--- src/rtl/spinner_ctrl.sv ---
// spinner_ctrl
//   Produces a 0..5 spinner position for the 7-segment spinner decoder.
//   The position advances at a programmable rate. Rate and direction come
//   from asynchronous push buttons. Run/pause is an asynchronous level.
//
//   Ports
//     clk_i      system clock
//     rst_ni     asynchronous active-low reset
//     run_i      level: 1 = spin, 0 = freeze position and divider
//     faster_i   button: each rising edge raises speed by 1 (saturates at 7)
//     slower_i   button: each rising edge lowers speed by 1 (saturates at 0)
//     dir_tog_i  button: each rising edge toggles direction
//     pos_o      spinner position, always 0..5
//     speed_o    current speed level 0..7
//     dir_o      0 = incrementing, 1 = decrementing
//     step_o     1-cycle pulse in the cycle pos_o first shows a new value

// Per-input conditioning cell: 2-flop synchroniser, previous-value flop and
// a registered rising-edge pulse. The edge is masked until arm_i is set, so
// a button that is already high when reset releases cannot fire.
module spinner_btn_sync (
  input  logic clk_i,
  input  logic rst_ni,
  input  logic arm_i,
  input  logic d_i,
  output logic sync_o,
  output logic rise_o
);
  logic s1_q, s2_q, s3_q, rise_q;
  logic rise_d;

  always_comb begin
    rise_d = arm_i & s2_q & ~s3_q;
  end

  always_ff @(posedge clk_i or negedge rst_ni) begin
    if (!rst_ni) begin
      s1_q   <= 1'b0;
      s2_q   <= 1'b0;
      s3_q   <= 1'b0;
      rise_q <= 1'b0;
    end else begin
      s1_q   <= d_i;
      s2_q   <= s1_q;
      s3_q   <= s2_q;
      rise_q <= rise_d;
    end
  end

  assign sync_o = s2_q;
  assign rise_o = rise_q;
endmodule

module spinner_ctrl #(
  parameter logic [23:0] BASE_DIV   = 24'd1_000_000,
  parameter int          DIV_W      = 27,
  parameter logic [2:0]  SPEED_INIT = 3'd3
) (
  input  logic       clk_i,
  input  logic       rst_ni,
  input  logic       run_i,
  input  logic       faster_i,
  input  logic       slower_i,
  input  logic       dir_tog_i,
  output logic [2:0] pos_o,
  output logic [2:0] speed_o,
  output logic       dir_o,
  output logic       step_o
);
  localparam int NUM_IN = 4;
  localparam int I_RUN  = 0;
  localparam int I_FAST = 1;
  localparam int I_SLOW = 2;
  localparam int I_DIR  = 3;

  logic [NUM_IN-1:0] btn_in, btn_sync, btn_rise;
  logic [NUM_IN-1:0] unused_bits;

  // Counts the first three edges after reset so the previous-value flops
  // hold real synchronised data before edge detection is enabled.
  logic [1:0] arm_cnt_q, arm_cnt_d;
  logic       armed;

  logic [DIV_W-1:0] div_q, div_d;
  logic [DIV_W-1:0] base_w, limit, limit_m1;
  logic [2:0]       pos_q, pos_d, pos_next;
  logic [2:0]       speed_q, speed_d;
  logic             dir_q, dir_d;
  logic             step_q, step_d;
  logic             speed_chg;
  logic             run_s, fast_ev, slow_ev, dir_ev;

  assign btn_in = {dir_tog_i, slower_i, faster_i, run_i};

  spinner_btn_sync u_sync [NUM_IN-1:0] (
    .clk_i  (clk_i),
    .rst_ni (rst_ni),
    .arm_i  (armed),
    .d_i    (btn_in),
    .sync_o (btn_sync),
    .rise_o (btn_rise)
  );

  // run is a level (no edge needed); buttons only need their edge pulse.
  assign unused_bits = {btn_sync[I_DIR], btn_sync[I_SLOW], btn_sync[I_FAST], btn_rise[I_RUN]};

  assign run_s   = btn_sync[I_RUN];
  assign fast_ev = btn_rise[I_FAST];
  assign slow_ev = btn_rise[I_SLOW];
  assign dir_ev  = btn_rise[I_DIR];
  assign armed   = (arm_cnt_q == 2'd3);

  assign base_w   = DIV_W'(BASE_DIV);
  assign limit    = base_w * DIV_W'(4'd8 - {1'b0, speed_q});
  assign limit_m1 = limit - DIV_W'(1);

  always_comb begin
    arm_cnt_d = armed ? arm_cnt_q : arm_cnt_q + 2'd1;

    // Opposing requests in the same cycle cancel; saturated requests are
    // not a change and leave the divider alone.
    speed_d   = speed_q;
    speed_chg = 1'b0;
    if (fast_ev && !slow_ev && speed_q != 3'd7) begin
      speed_d   = speed_q + 3'd1;
      speed_chg = 1'b1;
    end else if (slow_ev && !fast_ev && speed_q != 3'd0) begin
      speed_d   = speed_q - 3'd1;
      speed_chg = 1'b1;
    end

    // Step direction uses the current dir_q; a toggle in this cycle only
    // affects later steps.
    if (dir_q) pos_next = (pos_q == 3'd0) ? 3'd5 : pos_q - 3'd1;
    else       pos_next = (pos_q >= 3'd5) ? 3'd0 : pos_q + 3'd1;

    dir_d  = dir_q ^ dir_ev;
    div_d  = div_q;
    pos_d  = pos_q;
    step_d = 1'b0;
    if (speed_chg) begin
      div_d = '0;                  // speed change beats a coincident step
    end else if (run_s) begin
      if (div_q == limit_m1) begin
        div_d  = '0;
        pos_d  = pos_next;
        step_d = 1'b1;
      end else begin
        div_d = div_q + DIV_W'(1);
      end
    end
  end

  always_ff @(posedge clk_i or negedge rst_ni) begin
    if (!rst_ni) begin
      arm_cnt_q <= 2'd0;
      div_q     <= '0;
      pos_q     <= 3'd0;
      speed_q   <= SPEED_INIT;
      dir_q     <= 1'b0;
      step_q    <= 1'b0;
    end else begin
      arm_cnt_q <= arm_cnt_d;
      div_q     <= div_d;
      pos_q     <= pos_d;
      speed_q   <= speed_d;
      dir_q     <= dir_d;
      step_q    <= step_d;
    end
  end

  assign pos_o   = pos_q;
  assign speed_o = speed_q;
  assign dir_o   = dir_q;
  assign step_o  = step_q;
endmodule

--- config.mk ---
export PLATFORM = sky130hd
export DESIGN_NAME = spinner_ctrl
export DESIGN_NICKNAME = d
export VERILOG_FILES = /design/src/rtl/spinner_ctrl.sv
export SDC_FILE = /design/constraint.sdc
export NUM_CORES = 1
export LEC_CHECK = 0
export ABC_CLOCK_PERIOD_IN_PS = 7000
export BUFFER_PORTS_ARGS = -buffer_cell sky130_fd_sc_hd__buf_2
export CAP_MARGIN = 15
export CORE_UTILIZATION = 50
export DETAILED_ROUTE_END_ITERATION = 12
export PLACE_DENSITY_LB_ADDON = 0.05
export SLEW_MARGIN = 25
export SYNTH_ARGS = -nofsm -noshare
export SYNTH_HDL_FRONTEND = slang
export SYNTH_SLANG_ARGS = --single-unit
export TNS_END_PERCENT = 5
--- constraint.sdc ---
create_clock -name clk_i -period 7 [get_ports clk_i]
set_input_delay 0.35 -clock clk_i [delete_from_list [all_inputs] [get_ports clk_i]]
set_output_delay 0.35 -clock clk_i [all_outputs]
set_load 0.03 [all_outputs]
==> out/results.tsv <==
stage	metric	value	unit
sta	Setup Viol. Count Final	0	
placed_design	HPWL after DPL	6.46	mm
sta	Setup TNS Final	0	ps
worst_setup_path	CP delay by family, top	adder cells	
sta	final critical-path share of the clock period	93.7	%
global_routing	GR peak layer	met2	
cells_and_area	fin util	55.9	%
yosys	Synth Flop Type	dfrtp_1	
cells_and_area	Layout Nets	522	
floorplanning	initial core utilization	52.6	%
cts	CTS tree	yes	
cells_and_area	FILL cells	718	
cts	# clock sinks	51	
floorplanning	area of the core	7890	sq um
cts	CTS buffer count	5	
routing	drt pass-1 iters	4	
cells_and_area	Ant. Diodes	0	
yosys	Yosys top cell area share	29.6	%
placed_design	gpl congestion	0.861	
global_routing	first-pass GRT wire length	15.3	mm
worst_setup_path	Bufs and invs on worst path	5	
cts	Clk Latency, worst-skew pair	310	ps
worst_setup_path	worst-path cell chain	inv_1, ha_1, ha_1, ha_1, inv_1, fa_1, inv_1, ha_1, ha_1, ha_1, ha_1, ha_1, fa_1, or4_1, nor3_1, o2111ai_1, xnor2_1, nor3b_2, nand3_2, buf_4, buf_4, a31oi_1, o22ai_1	
flow_run	number of max-cap violations	0	
cells_and_area	commonest non-fill, non-tap cell in the layout	dfrtp_1	
worst_setup_path	Setup Crit Path Kind	reg -> reg	
yosys	Avg Cell Area, Syn	9.00	sq um
global_routing	grt met3 use	2.60	%
cells_and_area	Layout area overhead	6.27	%
routing	DR vias/cell	5.87	
yosys	total number of yosys warnings	0	
placed_design	Inst Count DP	559	
cells_and_area	share of cells above drive strength 1	10.7	%
global_routing	grt ovf	0	
worst_setup_path	crit-path max FO	16	
yosys	Synth area leaders	dfrtp_1 (30%), ha_1 (13%), nand3_1 (4.7%)	
cts	H-tree levels	2	
yosys	Synth Instances	461	
floorplanning	die area	8670	sq um
yosys	flops & latches, synth	51	
yosys	syn_nets	515	
cells_and_area	area of the multi-input gates	2640	sq um
worst_setup_path	Worst setup EP type	flop	
sta	clock tree skew after final layout	9.63	ps
routing	DR WL/cell	15.3	um
cts	Clock Path Buffers	2	
min_path	Worst Hold Class	in -> async	
routing	Post-route DRC	0	
cts	clk slew on worst S/H paths	100	ps
yosys	Netlist cell types	67	
floorplanning	std cell rows	32	
routing	Post-Route WL	8.76	mm
sta	Fin Hold WS	135	ps
cells_and_area	FF/Latch Area	1280	sq um
placed_design	I/O Buffers	13	
floorplanning	Die W	93.1	um
floorplanning	I/O pin cnt	14	
global_routing	grt met1 use	32.4	%
worst_setup_path	CP startpoint kind	flop	
yosys	FFs w/ async S/R, synth	100	%
sta	FMAX	152	MHz
cts	clock root buffer	clkbuf_8	
routing	DR iter-0 viols	220	
sta	RSZ-0062 raised after global routing	false	
sta	Final Max Slew Viols	0	
worst_setup_path	CP arrival	6750	ps
global_routing	grt met2 use	34.8	%
status	status	completed	
routing	via count	3349	
cells_and_area	most frequent cells in the layout	dfrtp_1 (49), nand2_1 (46), ha_1 (43)	
cells_and_area	Final Non-Filler Cells	571	
sta	Least-Margin Pin Slew	876	ps
global_routing	initial antenna violation count	0	
worst_setup_path	slowest stage delay, CP	710	ps
global_routing	largest net degree at the start of global routing	52	
yosys	Post-Syn Area	4150	sq um
cts	hold_buf cts	0	
global_routing	Total Routing Usage GR	22.1	%
yosys	register area share after synthesis	30.8	%
yosys	cell taking the most area after synthesis	dfrtp_1	
floorplanning	chip height	93.1	um
worst_setup_path	CP required	7190	ps
worst_setup_path	Worst path most repeated cell	ha_1	
sta	min cycle time layout	6560	ps
sta	Slew HR	41.2	%
routing	post-route ant nets	0	
global_routing	vias in the first global route	3204	
yosys	number of synthesized flops with an enable pin	0	
sta	Final Hold Fails	0	
worst_setup_path	CP max stage cell	dfstp_2	
-- synthesized netlist by cell type (all sizes together) (3+ instances only) --
cell    count
o211ai      4
o22ai       3
nor2b       7
nor2       22
fa          5
or4         3
nand4b      3
clkbuf     11
xor2       12
mux2i       3
nand2      47
a22oi       6
and2        9
inv        26
dfrtp      49
nor4        6
xnor2      15
nand4      18
ha         43
buf        12
nor3b       4
and4        4
nor3        5
a21o        3
mux2        3
nand3      40
o31ai       3
o21ai      10
nand3b      7
a21oi      13
and3       16
a31oi       7
or3        11
-- state kept, by name, summed over array words and instances (netlist names) --
signal and cells:
step_o 1, div_q 27, arm_cnt_q 2, u_sync.s1_q 4, u_sync.s3_q 3, pos_o 3
dir_o 1, speed_o 3, u_sync.sync_o 4, u_sync.rise_o 3
-- layer usage --
metal  wire [um]  vias up
met3         292        9
met2        4000       54
met1        4380     1615
met4          95        0
li1            -     1671
met5           0        -
-- per-stage QoR --
| stage | worst slack [ps] | instance area [sq um] |
|---|---|---|
| detailed placement | 269 | 4260 |
| global route | 75.7 | 4410 |
| finish | 442 | 4410 |
| CTS | 251 | 4380 |
| floorplan | 1090 | 4150 |
| global placement | 557 | 4260 |
-- worst paths after layout --
| check | endpoint | from | depth (start not counted) | slack, ps |
|---|---|---|---|---|
| max | div_q[6] | speed_o[0] | 23 | 440 |
| min in group clk_i | u_sync[3].s1_q | dir_tog_i | 1 | 140 |
| max reg2reg | div_q[6] | speed_o[0] | 23 | 440 |
| min | div_q[25] | rst_ni | 2 | 140 |
| min reg2reg | u_sync[3].sync_o | u_sync[3].s1_q | 0 | 360 |
| max in group asynchronous | u_sync[1].s1_q | rst_ni | 2 | 6380 |
-- cell families (layout without fill, tap and decap cells) --
logic type      Yosys count  count (layout)  share of synthesized area (%)
compound gates           66              66                           11.8
xor+xnor                 29              29                           6.82
fa+ha+maj                48              48                           15.4
buf+inv                  49              57                           5.58
flops                    51              51                           30.8
mux                       6               6                           1.54
other cells               1               1                         0.0904
simple gates            211             211                           28.0
-- final cells by class --
type                            count  area share (%)
Clock buffer                        6            1.87
Clock inverter                      2           0.880
Inverter                           26            2.21
Multi-Input combinational cell    361            60.0
Sequential cell                    51            29.0
Tap cell                          102            2.89
Timing Repair Buffer               23            3.18
-- timing repair --
action / 4_1_cts / 5_1_grt
setup buffers: 0 / 4
hold endpoints to repair: 0 / 0
setup endpoints to repair: 0 / 20
resized for setup: 0 / 1
Power is left out: the tool's default activity adds up to more than one toggle a clock period on the data nets, which glitch-free logic cannot reach.
